**config.mk**
```make
export PLATFORM = sky130hd
export DESIGN_NAME = wash_cycle_ctrl_flat
export DESIGN_NICKNAME = d
export VERILOG_FILES = /design/src/rtl/wash_cycle_if.sv /design/src/rtl/wash_cycle_ctrl.sv /design/src/flat_wrapper.sv
export SDC_FILE = /design/constraint.sdc
export NUM_CORES = 1
export LEC_CHECK = 0
export ABC_AREA = 1
export ABC_CLOCK_PERIOD_IN_PS = 3700
export CORE_MARGIN = 2
export CORE_UTILIZATION = 55
export CTS_CLUSTER_SIZE = 24
export DETAILED_ROUTE_END_ITERATION = 16
export HOLD_SLACK_MARGIN = 0.08
export PLACE_DENSITY = 0.81
export SLEW_MARGIN = 20
export SYNTH_ARGS = -nofsm -noshare
export SYNTH_HDL_FRONTEND = slang
export SYNTH_SLANG_ARGS = --single-unit
```
**constraint.sdc**
```tcl
create_clock -name clk -period 3.7 [get_ports clk]
set_clock_uncertainty 0.05 [all_clocks]
set_input_delay 0.555 -clock clk [delete_from_list [all_inputs] [get_ports clk]]
set_output_delay 0.555 -clock clk [all_outputs]
set_load 0.01 [all_outputs]
```
**src/rtl/wash_cycle_if.sv**
```systemverilog
// Bundles the washing-machine controller's front-end inputs and its display/actuator outputs.
// The master side is the button/switch front end, and the slave side is the controller.
interface wash_cycle_if;
  logic       tick_1s;
  logic       start;
  logic       pause;
  logic       abort;
  logic [2:0] mode;
  logic [2:0] phase;
  logic       paused;
  logic       busy;
  logic [9:0] remaining;
  logic       done;
  logic       valve_on;
  logic       motor_on;
  logic       drain_on;

  // All inputs are single-cycle pulses except mode, which is level and sampled only on a launching start.
  modport master (
    output tick_1s, start, pause, abort, mode,
    input  phase, paused, busy, remaining, done, valve_on, motor_on, drain_on
  );

  modport slave (
    input  tick_1s, start, pause, abort, mode,
    output phase, paused, busy, remaining, done, valve_on, motor_on, drain_on
  );
endinterface

```
**src/rtl/wash_cycle_ctrl.sv**
```systemverilog
// Washing-machine program sequencer: FILL -> WASH -> RINSE -> SPIN -> DONE, driven by a 1 Hz tick.
// Provides pause/resume and abort; all outputs are registered, and the phase output is the FSM state.
module wash_cycle_ctrl #(
  parameter int T_FILL   = 5,
  parameter int T_WASH_S = 10,
  parameter int T_WASH_M = 20,
  parameter int T_WASH_B = 30,
  parameter int T_RINSE  = 10,
  parameter int T_SPIN   = 8,
  parameter int T_DRY    = 15
) (
  input  logic         clk,
  input  logic         rst,
  wash_cycle_if.slave  bus
);

  typedef enum logic [2:0] {
    S_IDLE  = 3'd0,
    S_FILL  = 3'd1,
    S_WASH  = 3'd2,
    S_RINSE = 3'd3,
    S_SPIN  = 3'd4,
    S_DONE  = 3'd5
  } state_t;

  localparam logic [9:0] L_FILL   = 10'(T_FILL);
  localparam logic [9:0] L_WASH_S = 10'(T_WASH_S);
  localparam logic [9:0] L_WASH_M = 10'(T_WASH_M);
  localparam logic [9:0] L_WASH_B = 10'(T_WASH_B);
  localparam logic [9:0] L_RINSE  = 10'(T_RINSE);
  localparam logic [9:0] L_SPIN   = 10'(T_SPIN);
  localparam logic [9:0] L_DRY    = 10'(T_DRY);

  state_t     r_state, w_state;
  logic [9:0] r_cnt, w_cnt;
  logic [9:0] r_rem, w_rem;
  logic       r_paused, w_paused;
  logic [1:0] r_mode, w_mode;
  logic       r_done, r_busy, r_valve, r_motor, r_drain;
  logic       w_running;

  function automatic logic [9:0] wash_time(input logic [1:0] m);
    case (m)
      2'd1:    wash_time = L_WASH_S;
      2'd2:    wash_time = L_WASH_M;
      default: wash_time = L_WASH_B;
    endcase
  endfunction

  assign w_running = (r_state == S_FILL) || (r_state == S_WASH) ||
                     (r_state == S_RINSE) || (r_state == S_SPIN);

  always_comb begin
    w_state  = r_state;
    w_cnt    = r_cnt;
    w_rem    = r_rem;
    w_paused = r_paused;
    w_mode   = r_mode;
    if (w_running) begin
      // Priority inside a running program: abort, then pause toggle, then tick.
      if (bus.abort) begin
        w_state  = S_IDLE;
        w_cnt    = '0;
        w_rem    = '0;
        w_paused = 1'b0;
        w_mode   = '0;
      end else if (bus.pause) begin
        w_paused = !r_paused;
      end else if (bus.tick_1s && !r_paused) begin
        w_cnt = r_cnt - 10'd1;
        w_rem = r_rem - 10'd1;
        if (r_cnt == 10'd1) begin
          case (r_state)
            S_FILL:  begin w_state = S_WASH;  w_cnt = wash_time(r_mode); end
            S_WASH:  begin w_state = S_RINSE; w_cnt = L_RINSE;           end
            S_RINSE: begin w_state = S_SPIN;  w_cnt = L_SPIN;            end
            default: begin w_state = S_DONE;  w_cnt = '0;                end
          endcase
        end
      end
    end else if (r_state == S_DONE) begin
      if (bus.abort || bus.start) begin
        w_state = S_IDLE;
        w_mode  = '0;
      end
    end else if (r_state == S_IDLE) begin
      if (bus.start && !bus.mode[2]) begin
        w_mode = bus.mode[1:0];
        if (bus.mode[1:0] == 2'd0) begin
          w_state = S_SPIN;
          w_cnt   = L_DRY;
          w_rem   = L_DRY;
        end else begin
          w_state = S_FILL;
          w_cnt   = L_FILL;
          w_rem   = L_FILL + wash_time(bus.mode[1:0]) + L_RINSE + L_SPIN;
        end
      end
    end else begin
      w_state  = S_IDLE;
      w_cnt    = '0;
      w_rem    = '0;
      w_paused = 1'b0;
      w_mode   = '0;
    end
  end

  always_ff @(posedge clk) begin
    if (rst) begin
      r_state  <= S_IDLE;
      r_cnt    <= '0;
      r_rem    <= '0;
      r_paused <= 1'b0;
      r_mode   <= '0;
      r_done   <= 1'b0;
      r_busy   <= 1'b0;
      r_valve  <= 1'b0;
      r_motor  <= 1'b0;
      r_drain  <= 1'b0;
    end else begin
      r_state  <= w_state;
      r_cnt    <= w_cnt;
      r_rem    <= w_rem;
      r_paused <= w_paused;
      r_mode   <= w_mode;
      // Flags derive from the next state so they change on the same edge as phase.
      r_done   <= (w_state == S_DONE) && (r_state != S_DONE);
      r_busy   <= (w_state == S_FILL) || (w_state == S_WASH) ||
                  (w_state == S_RINSE) || (w_state == S_SPIN);
      r_valve  <= (w_state == S_FILL) && !w_paused;
      r_motor  <= ((w_state == S_WASH) || (w_state == S_RINSE) ||
                   (w_state == S_SPIN)) && !w_paused;
      r_drain  <= (w_state == S_SPIN) && !w_paused;
    end
  end

  assign bus.phase     = r_state;
  assign bus.paused    = r_paused;
  assign bus.busy      = r_busy;
  assign bus.remaining = r_rem;
  assign bus.done      = r_done;
  assign bus.valve_on  = r_valve;
  assign bus.motor_on  = r_motor;
  assign bus.drain_on  = r_drain;

endmodule
```
**src/flat_wrapper.sv**
```systemverilog
// flat-port wrapper written by rule: the top's interface ports become plain ports
module wash_cycle_ctrl_flat 
#(
  parameter int T_FILL   = 5,
  parameter int T_WASH_S = 10,
  parameter int T_WASH_M = 20,
  parameter int T_WASH_B = 30,
  parameter int T_RINSE  = 10,
  parameter int T_SPIN   = 8,
  parameter int T_DRY    = 15
)
  (clk, rst, bus_tick_1s, bus_start, bus_pause, bus_abort, bus_mode, bus_phase, bus_paused, bus_busy, bus_remaining, bus_done, bus_valve_on, bus_motor_on, bus_drain_on);
  wash_cycle_if bus_i ();
  input  logic clk;
  input  logic rst;
  input wire logic [$bits(bus_i.tick_1s)-1:0] bus_tick_1s;
  input wire logic [$bits(bus_i.start)-1:0] bus_start;
  input wire logic [$bits(bus_i.pause)-1:0] bus_pause;
  input wire logic [$bits(bus_i.abort)-1:0] bus_abort;
  input wire logic [$bits(bus_i.mode)-1:0] bus_mode;
  output wire logic [$bits(bus_i.phase)-1:0] bus_phase;
  output wire logic [$bits(bus_i.paused)-1:0] bus_paused;
  output wire logic [$bits(bus_i.busy)-1:0] bus_busy;
  output wire logic [$bits(bus_i.remaining)-1:0] bus_remaining;
  output wire logic [$bits(bus_i.done)-1:0] bus_done;
  output wire logic [$bits(bus_i.valve_on)-1:0] bus_valve_on;
  output wire logic [$bits(bus_i.motor_on)-1:0] bus_motor_on;
  output wire logic [$bits(bus_i.drain_on)-1:0] bus_drain_on;
  assign bus_i.tick_1s = bus_tick_1s;
  assign bus_i.start = bus_start;
  assign bus_i.pause = bus_pause;
  assign bus_i.abort = bus_abort;
  assign bus_i.mode = bus_mode;
  assign bus_phase = bus_i.phase;
  assign bus_paused = bus_i.paused;
  assign bus_busy = bus_i.busy;
  assign bus_remaining = bus_i.remaining;
  assign bus_done = bus_i.done;
  assign bus_valve_on = bus_i.valve_on;
  assign bus_motor_on = bus_i.motor_on;
  assign bus_drain_on = bus_i.drain_on;
  wash_cycle_ctrl #(.T_FILL(T_FILL), .T_WASH_S(T_WASH_S), .T_WASH_M(T_WASH_M), .T_WASH_B(T_WASH_B), .T_RINSE(T_RINSE), .T_SPIN(T_SPIN), .T_DRY(T_DRY)) u_core (.clk(clk), .rst(rst), .bus(bus_i));
endmodule
```
==> summary.txt, run 1 <==
Synthesis
  – Post-synth ARST share: 0%
  – Mapped Area: ~1900 um2
  – Post-synth top cells: nand2_1, dfxtp_1, inv_1
  – Post-synth cell types: 34
  – Synth Flop Type: dfxtp_1
  – Portion of netlist area occupied by mux cells: 0%
  – Synthesized area per cell: 7.100 um2
  – Post-synthesis sequential area ratio: between 30% and 40%
  – Synthesized instance count: 267
  – YS warnings: 0
  – Post-synthesis simple-gate area fraction: 30.83%
  – Synth Register Bits: 31
  – Synth Area in Compound Gates: between 10% and 20%
  – Number of flops mapped to enable cells by yosys: 0
  – Ranking of synthesized cells by area: dfxtp_1, nand2_1, inv_1, a21oi_1, nor2_1
  – Post-synthesis adder-cell area fraction: between 3 and 4%
  – Synth Area in XOR/XNOR: 4.158%
  – Largest family of logic cells by synthesized area: simple AND/OR/NAND/NOR gates
  – Synth top area share: 32.74%
  – Largest area contributor in the netlist: dfxtp_1
  – Syn Nets: around 280
  – Count leader, synth: nand2_1

Timing
  – WHS: between 400 and 500 ps
  – Upper clock frequency limit: roughly 500 MHz
  – Slew HR: between 60% and 70%
  – Fin. max-slew vios: 0
  – Setup TNS: 0 ps
  – RSZ-0062 raised after global routing: no
  – Final setup violation count: 0
  – Worst setup margin: ~1700 ps
  – Final Hold Fails: 0
  – Period utilization: a little over half
  – Tmin final: around 2000 ps
  – Worst-Margin Slew: between 500 and 600 ps

Detailed routing
  – # DRC: 0
  – TritonRoute pass-1 iters: 4
  – Post-Route WL: 4.443 mm
  – Drt initial violations: between 150 and 200
  – Routed len/inst: roughly 13 um
  – Vias per Instance: between 5 and 6
  – Via count: between 1500 and 2000
  – Post-DRT Antenna Nets: 0

GRT
  – Antenna violations before repair: 0
  – Vias in the first global route: 1635
  – Largest net degree at the start of global routing: 24
  – Gr ovfl total: 0
  – GRT Total Usage: 23.93%
  – First-pass GRT wire length: between 7 and 8 mm

Clock network
  – Root buffer cell: clkbuf_4
  – Resize count post-CTS: 0
  – CTS Buf Count: 5
  – Clock tree buffer depth: 2
  – Post-CTS Setup Repair Bufs: 0
  – CTS H-tree depth: 2
  – Clock latency on the worst-skew pair: 340 ps
  – TritonCTS clock tree: yes
  – Hold_buf cts: 0
  – CTS sink cnt: 31
  – Worst-path clk slew: about 100 ps

Worst setup path
  – Crit. End Element: primary output
  – Worst r2r src: u_core.bus.phase[2]$_SDFF_PP0_
  – Worst path top cell family by delay: buffers and inverters
  – Worst R2R Setup Slack: between 1500 and 2000 ps
  – CP Launch Type: flip-flop
  – CP Max Fanout: 6
  – Worst path required time: between 3000 and 4000 ps
  – CP cell instances: clkdlybuf4s50_1
  – End of the worst register-to-register path: u_core.bus.remaining[7]$_SDFFE_PP0P_
  – Crit-path slowest cell: clkdlybuf4s50_1
  – Register-to-Register Path Depth: 11
  – Worst setup path class: reg -> out
  – Worst stage delay on the critical path: between 500 and 600 ps
  – Critical path arrival: ~1400 ps
  – WP buf/inv: 1

Power
  – Pwr dens: roughly 430 nW/um2
  – Leak pwr: between 0.0009 and 0.001 uW
  – Worst IR drop on VDD: between 0.2 and 0.25 mV

Outcome
  – Status: completed

Min path
  – Hold Path Class: reg -> reg
  – Hold Path Sink: u_core.r_mode[0]$_SDFFE_PP0P_
  – Worst min-delay path startpoint: u_core.r_mode[0]$_SDFFE_PP0P_
  – Hold path depth: 2

Layout
  – Area of the multi-input gates: approximately 1100 um2
  – Area delta synth->final: 19.08%
  – Layout cell share with drive strength beyond 1: roughly an eighth
  – Finished Cell Area: 2257 um2
  – Ant. Diodes: 0
  – Register area: roughly 620 um2
  – Nets: between 300 and 400
  – Final core utilization: between 60% and 70%
  – FILL cells: approximately 300

Place
  – Dpl cell area: approximately 2200 um2
  – HPWL after DPL: about 3.3 mm
  – PortBufs: 27
  – Post-place setup slack: between 1000 and 1500 ps
  – Final estimated routing congestion in global placement: between 0.8 and 0.9

Die
  – Area of the core: about 3300 um2
  – Die X-Extent: 62.71 um
  – IO Pins: 28
  – Initial core utilization: around 57%
  – Chip height: 62.71 um
  – Row count: 21
  – Die area: around 4000 um2

Run
  – Max Cap Violations: 0
==> kinds of logic (layout without fill, tap and decap cells) <==
logic type      Yosys count  after routing
fa+ha+maj                 6              6
buf+inv                  45             74
compound gates           58             58
flops                    31             31
simple gates            118            118
xor+xnor                  9              9
==> cells in the final DEF (no fill, tap or decap), types with 7 or more instances in the layout <==
master / netlist / layout
o21ai_1: 10 / 10
inv_1: 31 / 31
clkdlybuf4s50_1: 0 / 27
dfxtp_1: 31 / 31
nand4_1: 7 / 7
a21oi_1: 23 / 23
xor2_1: 7 / 7
nand3_1: 16 / 16
o21ai_0: 12 / 12
nand2_1: 40 / 40
nor2_1: 30 / 30
==> report_power, final <==
| part | total (uW) | internal [uW] | switching, uW |
|---|---|---|---|
| logic | 286 | 113 | 173 |
| registers | 389 | 362 | 27.1 |
| clock network | 286 | 160 | 126 |
| total | 961 | 635 | 326 |
==> worst reg2reg max path, stage by stage (launching register included) <==
cell,delay (ps)
dfxtp_1,470
inv_2,120
o21ai_2,110
nand2_2,90
nand2_4,180
inv_6,90
nand2_2,100
nand2_4,110
inv_4,220
nand2_1,120
o21ai_1,140
a21oi_1,60
==> state kept, by name, summed over array words and instances, names as in the netlist <==
register and cells:
u_core.bus.drain_on 1, u_core.bus.remaining 10, u_core.r_cnt 10, u_core.bus.busy 1
u_core.bus.valve_on 1, u_core.r_mode 2, u_core.bus.motor_on 1, u_core.bus.phase 3
u_core.bus.paused 1, u_core.bus.done 1
==> how the worst max path moves through the flow <==
stage / startpoint / end / slack, ps / cells after the start
2_1_floorplan: bus_start / u_core.r_cnt[9]$_SDFFE_PP0P_ / 2120 / 11
3_3_place_gp: bus_start / u_core.bus.remaining[6]$_SDFFE_PP0P_ / 1370 / 12
3_5_place_dp: bus_pause / u_core.bus.remaining[7]$_SDFFE_PP0P_ / 1340 / 11
4_1_cts: u_core.bus.phase[0]$_SDFF_PP0_ / bus_phase[0] / 1690 / 1
5_1_grt: bus_pause / u_core.bus.remaining[6]$_SDFFE_PP0P_ / 1490 / 11
6_report: u_core.bus.phase[2]$_SDFF_PP0_ / bus_phase[2] / 1690 / 1
==> per-stage QoR <==
stage	instances	power, uW
floorplan	267	603.6
global placement	334	674.5
detailed placement	334	677.7
CTS	342	961.5
global route	342	1015
finish	342	961.3
==> cell type report <==
class / count / area share, %
repair buffers: 27 / 11.97
clock inverters: 2 / 1.552
well taps: 46 / 2.550
clock buffers: 6 / 2.273
inverters: 39 / 6.818
multi-input cells: 191 / 47.34
flip-flops and latches: 31 / 27.49
==> metal layers <==
| metal | routed length, um | vias up | GRT usage [%] |
|---|---|---|---|
| met5 | 0 | - | 0 |
| met4 | 64 | 0 | 7.500 |
| met3 | 210 | 9 | 5.766 |
| met2 | 2139 | 46 | 39.25 |
| met1 | 2029 | 817 | 31.07 |
| li1 | - | 937 | - |
Power figures use the tool's default switching activity.
==> inputs of run 2 (changes only) <==
--- a/config.mk
+++ b/config.mk
@@ -6,13 +6,13 @@
 export NUM_CORES = 1
 export LEC_CHECK = 0
 export ABC_AREA = 1
-export ABC_CLOCK_PERIOD_IN_PS = 3700
+export ABC_CLOCK_PERIOD_IN_PS = 1800
 export CORE_MARGIN = 2
-export CORE_UTILIZATION = 55
+export CORE_UTILIZATION = 49
 export CTS_CLUSTER_SIZE = 24
 export DETAILED_ROUTE_END_ITERATION = 16
 export HOLD_SLACK_MARGIN = 0.08
-export PLACE_DENSITY = 0.81
+export PLACE_DENSITY = 0.76
 export SLEW_MARGIN = 20
 export SYNTH_ARGS = -nofsm -noshare
 export SYNTH_HDL_FRONTEND = slang
==> constraint.sdc (replaced) <==
create_clock -name clk -period 1.8 [get_ports clk]
set_clock_uncertainty 0.05 [all_clocks]
set_input_delay 0.27 -clock clk [delete_from_list [all_inputs] [get_ports clk]]
set_output_delay 0.27 -clock clk [all_outputs]
set_load 0.01 [all_outputs]
==> summary.txt, run 2 (synthesis gave the netlist of run 1 again) <==
Outcome
  – Status: completed

Layout
  – Final core utilization: 66.28% (-1.9 points)
  – FILL cells: 340 (+14%)
  – Layout cell share with drive strength beyond 1: 20.19% (+7.4 points)
  – Ant. Diodes: 0 (unchanged)
  – Area delta synth->final: 28.98%
  – Commonest non-fill, non-tap cell in the layout: nand2_1
  – Most frequent cells in the layout: nand2_1, inv_1, nor2_1, dfxtp_1, clkdlybuf4s50_1
  – Nets: 333 (+7.4%)

Detailed routing
  – Vias per Instance: 5.211 (-1.5%)
  – Via count: 1902 (+5.1%)
  – Post-DRT Antenna Nets: 0 (unchanged)
  – Post-Route WL: 4.683 mm (+5.4%)
  – Drt initial violations: 211 (+32%)
  – # DRC: 0 (unchanged)
  – Routed len/inst: 12.83 um (-1.2%)
  – TritonRoute pass-1 iters: 4 (unchanged)

Place
  – HPWL after DPL: 3.583 mm (+9.3%)
  – Final estimated routing congestion in global placement: 0.8776 (+0.69%)
  – PortBufs: 27 (unchanged)

Min path
  – Hold Path Class: reg -> reg

Worst setup path
  – WP buf/inv: 2 (+1)
  – Critical path arrival: 1850 ps (+450 ps)
  – Crit-path slowest cell: dfxtp_1
  – Worst R2R Setup Slack: 100 ps (-1640 ps)
  – Worst path top cell family by delay: simple AND/OR/NAND/NOR gates
  – CP Launch Type: flip-flop
  – CP Max Fanout: 6 (unchanged)
  – Worst stage delay on the critical path: 330 ps (-260 ps)
  – Worst setup path class: reg -> reg
  – CP cell instances: inv_1 > ha_1 > inv_1 > nor2_1 > nand3_1 > nor2_4 > nand3_1 > nand3_2 > nand4_2 > a21oi_1
  – Worst path required time: 1960 ps (-1130 ps)
  – Crit. End Element: flip-flop

Clock network
  – Clock latency on the worst-skew pair: 280 ps (-60 ps)
  – Clock tree buffer depth: 2 (unchanged)
  – CTS Buf Count: 5 (unchanged)
  – Worst-path clk slew: 60 ps (-40 ps)
  – CTS sink cnt: 31 (unchanged)
  – Hold_buf cts: 0 (unchanged)
  – Root buffer cell: clkbuf_8
  – CTS H-tree depth: 2 (unchanged)
  – TritonCTS clock tree: yes

Power
  – Leak pwr: 0.001058 uW (+11%)
  – Psw: 666.6 uW (+100%)
  – Worst IR drop on VDD: 0.5762 mV (+170%)
  – Comb pwr share: 33.7% (+3.9 points)
  – Sequential power share: 40.9% (+0.4 points)
  – Total internal power: 1294 uW (+100%)
  – Sw Ratio: 34.00% (+0.036 points)
  – Pwr dens: 802.0 nW/um2 (+88%)
  – Clock group share of total power: 25.4% (-4.3 points)

Timing
  – Final setup violation count: 0 (unchanged)
  – Setup TNS: 0 ps (unchanged)
  – Fin. max-slew vios: 0 (unchanged)
  – Worst-Margin Slew: 293.0 ps (-231.5 ps)
  – WHS: 434.6 ps (+2.112 ps)
  – Period utilization: 94.19%
  – Upper clock frequency limit: roughly 600 MHz
  – RSZ-0062 raised after global routing: yes
  – Slew HR: 80.26% (+15 points)
  – Tmin final: 1695 ps
  – Final Hold Fails: 0 (unchanged)

Die
  – Die X-Extent: 66.20 um (+5.6%)
  – Chip height: 66.20 um (+5.6%)
  – IO Pins: 28 (unchanged)
  – Initial core utilization: 51.39% (-5.9 points)
  – Die area: 4382 um2 (+11%)
  – Row count: 22 (+4.8%)
  – Area of the core: 3689 um2 (+11%)

GRT
  – First-pass GRT wire length: 8.079 mm (+9.5%)
  – Largest net degree at the start of global routing: 14 (-42%)
  – Antenna violations before repair: 0 (unchanged)
  – Vias in the first global route: 1814 (+11%)
  – Gr ovfl total: 0 (unchanged)
  – GRT Total Usage: 24.21% (+0.28 points)

Run
  – Max Cap Violations: 0 (unchanged)
## run 2: area by class of cell
cell class                 count  area (um2)  share of cell area (%)
multi-input combinational    191        1079                   44.11
sequential                    31       624.3                   25.54
clock buffer                   6       72.57                   2.968
timing repair buffer          50       455.4                   18.63
tap                           48       60.06                   2.457
inverter                      39       153.9                   6.295
## run 2: per-layer routing
layer  vias up  global-route usage, %  routed length, um
li1        980                      -                  -
met1       870                  32.21               2218
met2        45                  37.63               2156
met3         7                  5.622                253
met4         0                  9.694                 55
met5         -                      0                  0
## run 2: through the flow
stage / power (uW) / cells / setup slack [ps] / area, um2
floorplan: 1241 / 267 / 323.1 / 1896
global placement: 1455 / 359 / -58.77 / 2359
detailed placement: 1465 / 359 / -121.1 / 2359
CTS: 1970 / 365 / 78.85 / 2431
global route: 2095 / 365 / -30.35 / 2445
finish: 1961 / 365 / 104.5 / 2445
## run 2: worst paths after layout
kind                            startpoint                            end  depth (start not counted)
max           u_core.r_cnt[1]$_SDFFE_PP0P_     u_core.bus.busy$_SDFF_PP0_                         10
min          u_core.r_mode[0]$_SDFFE_PP0P_  u_core.r_mode[0]$_SDFFE_PP0P_                          2
max reg2reg   u_core.r_cnt[1]$_SDFFE_PP0P_     u_core.bus.busy$_SDFF_PP0_                         10
min reg2reg  u_core.r_mode[0]$_SDFFE_PP0P_  u_core.r_mode[0]$_SDFFE_PP0P_                          2
## run 2: power groups by stage
stage	Clock (uW)	Combinational (uW)	Sequential [uW]
floorplan	0	421	820
global placement	0	641	815
detailed placement	0	650	815
CTS	512	657	801
global route	542	742	811
finish	499	661	802
## run 2: what timing repair did
action                     CTS  global route
setup endpoints to repair    0            11
gates resized for setup      0             6
setup buffers                0             0
## run 2: tightest hold or removal path: cells and delay by family, from the launching register on
kind               cells  cell delay (ps)
and+or+nand+nor        1               60
DFF                    1              320
AOI/OAI and AO/OA      1               50
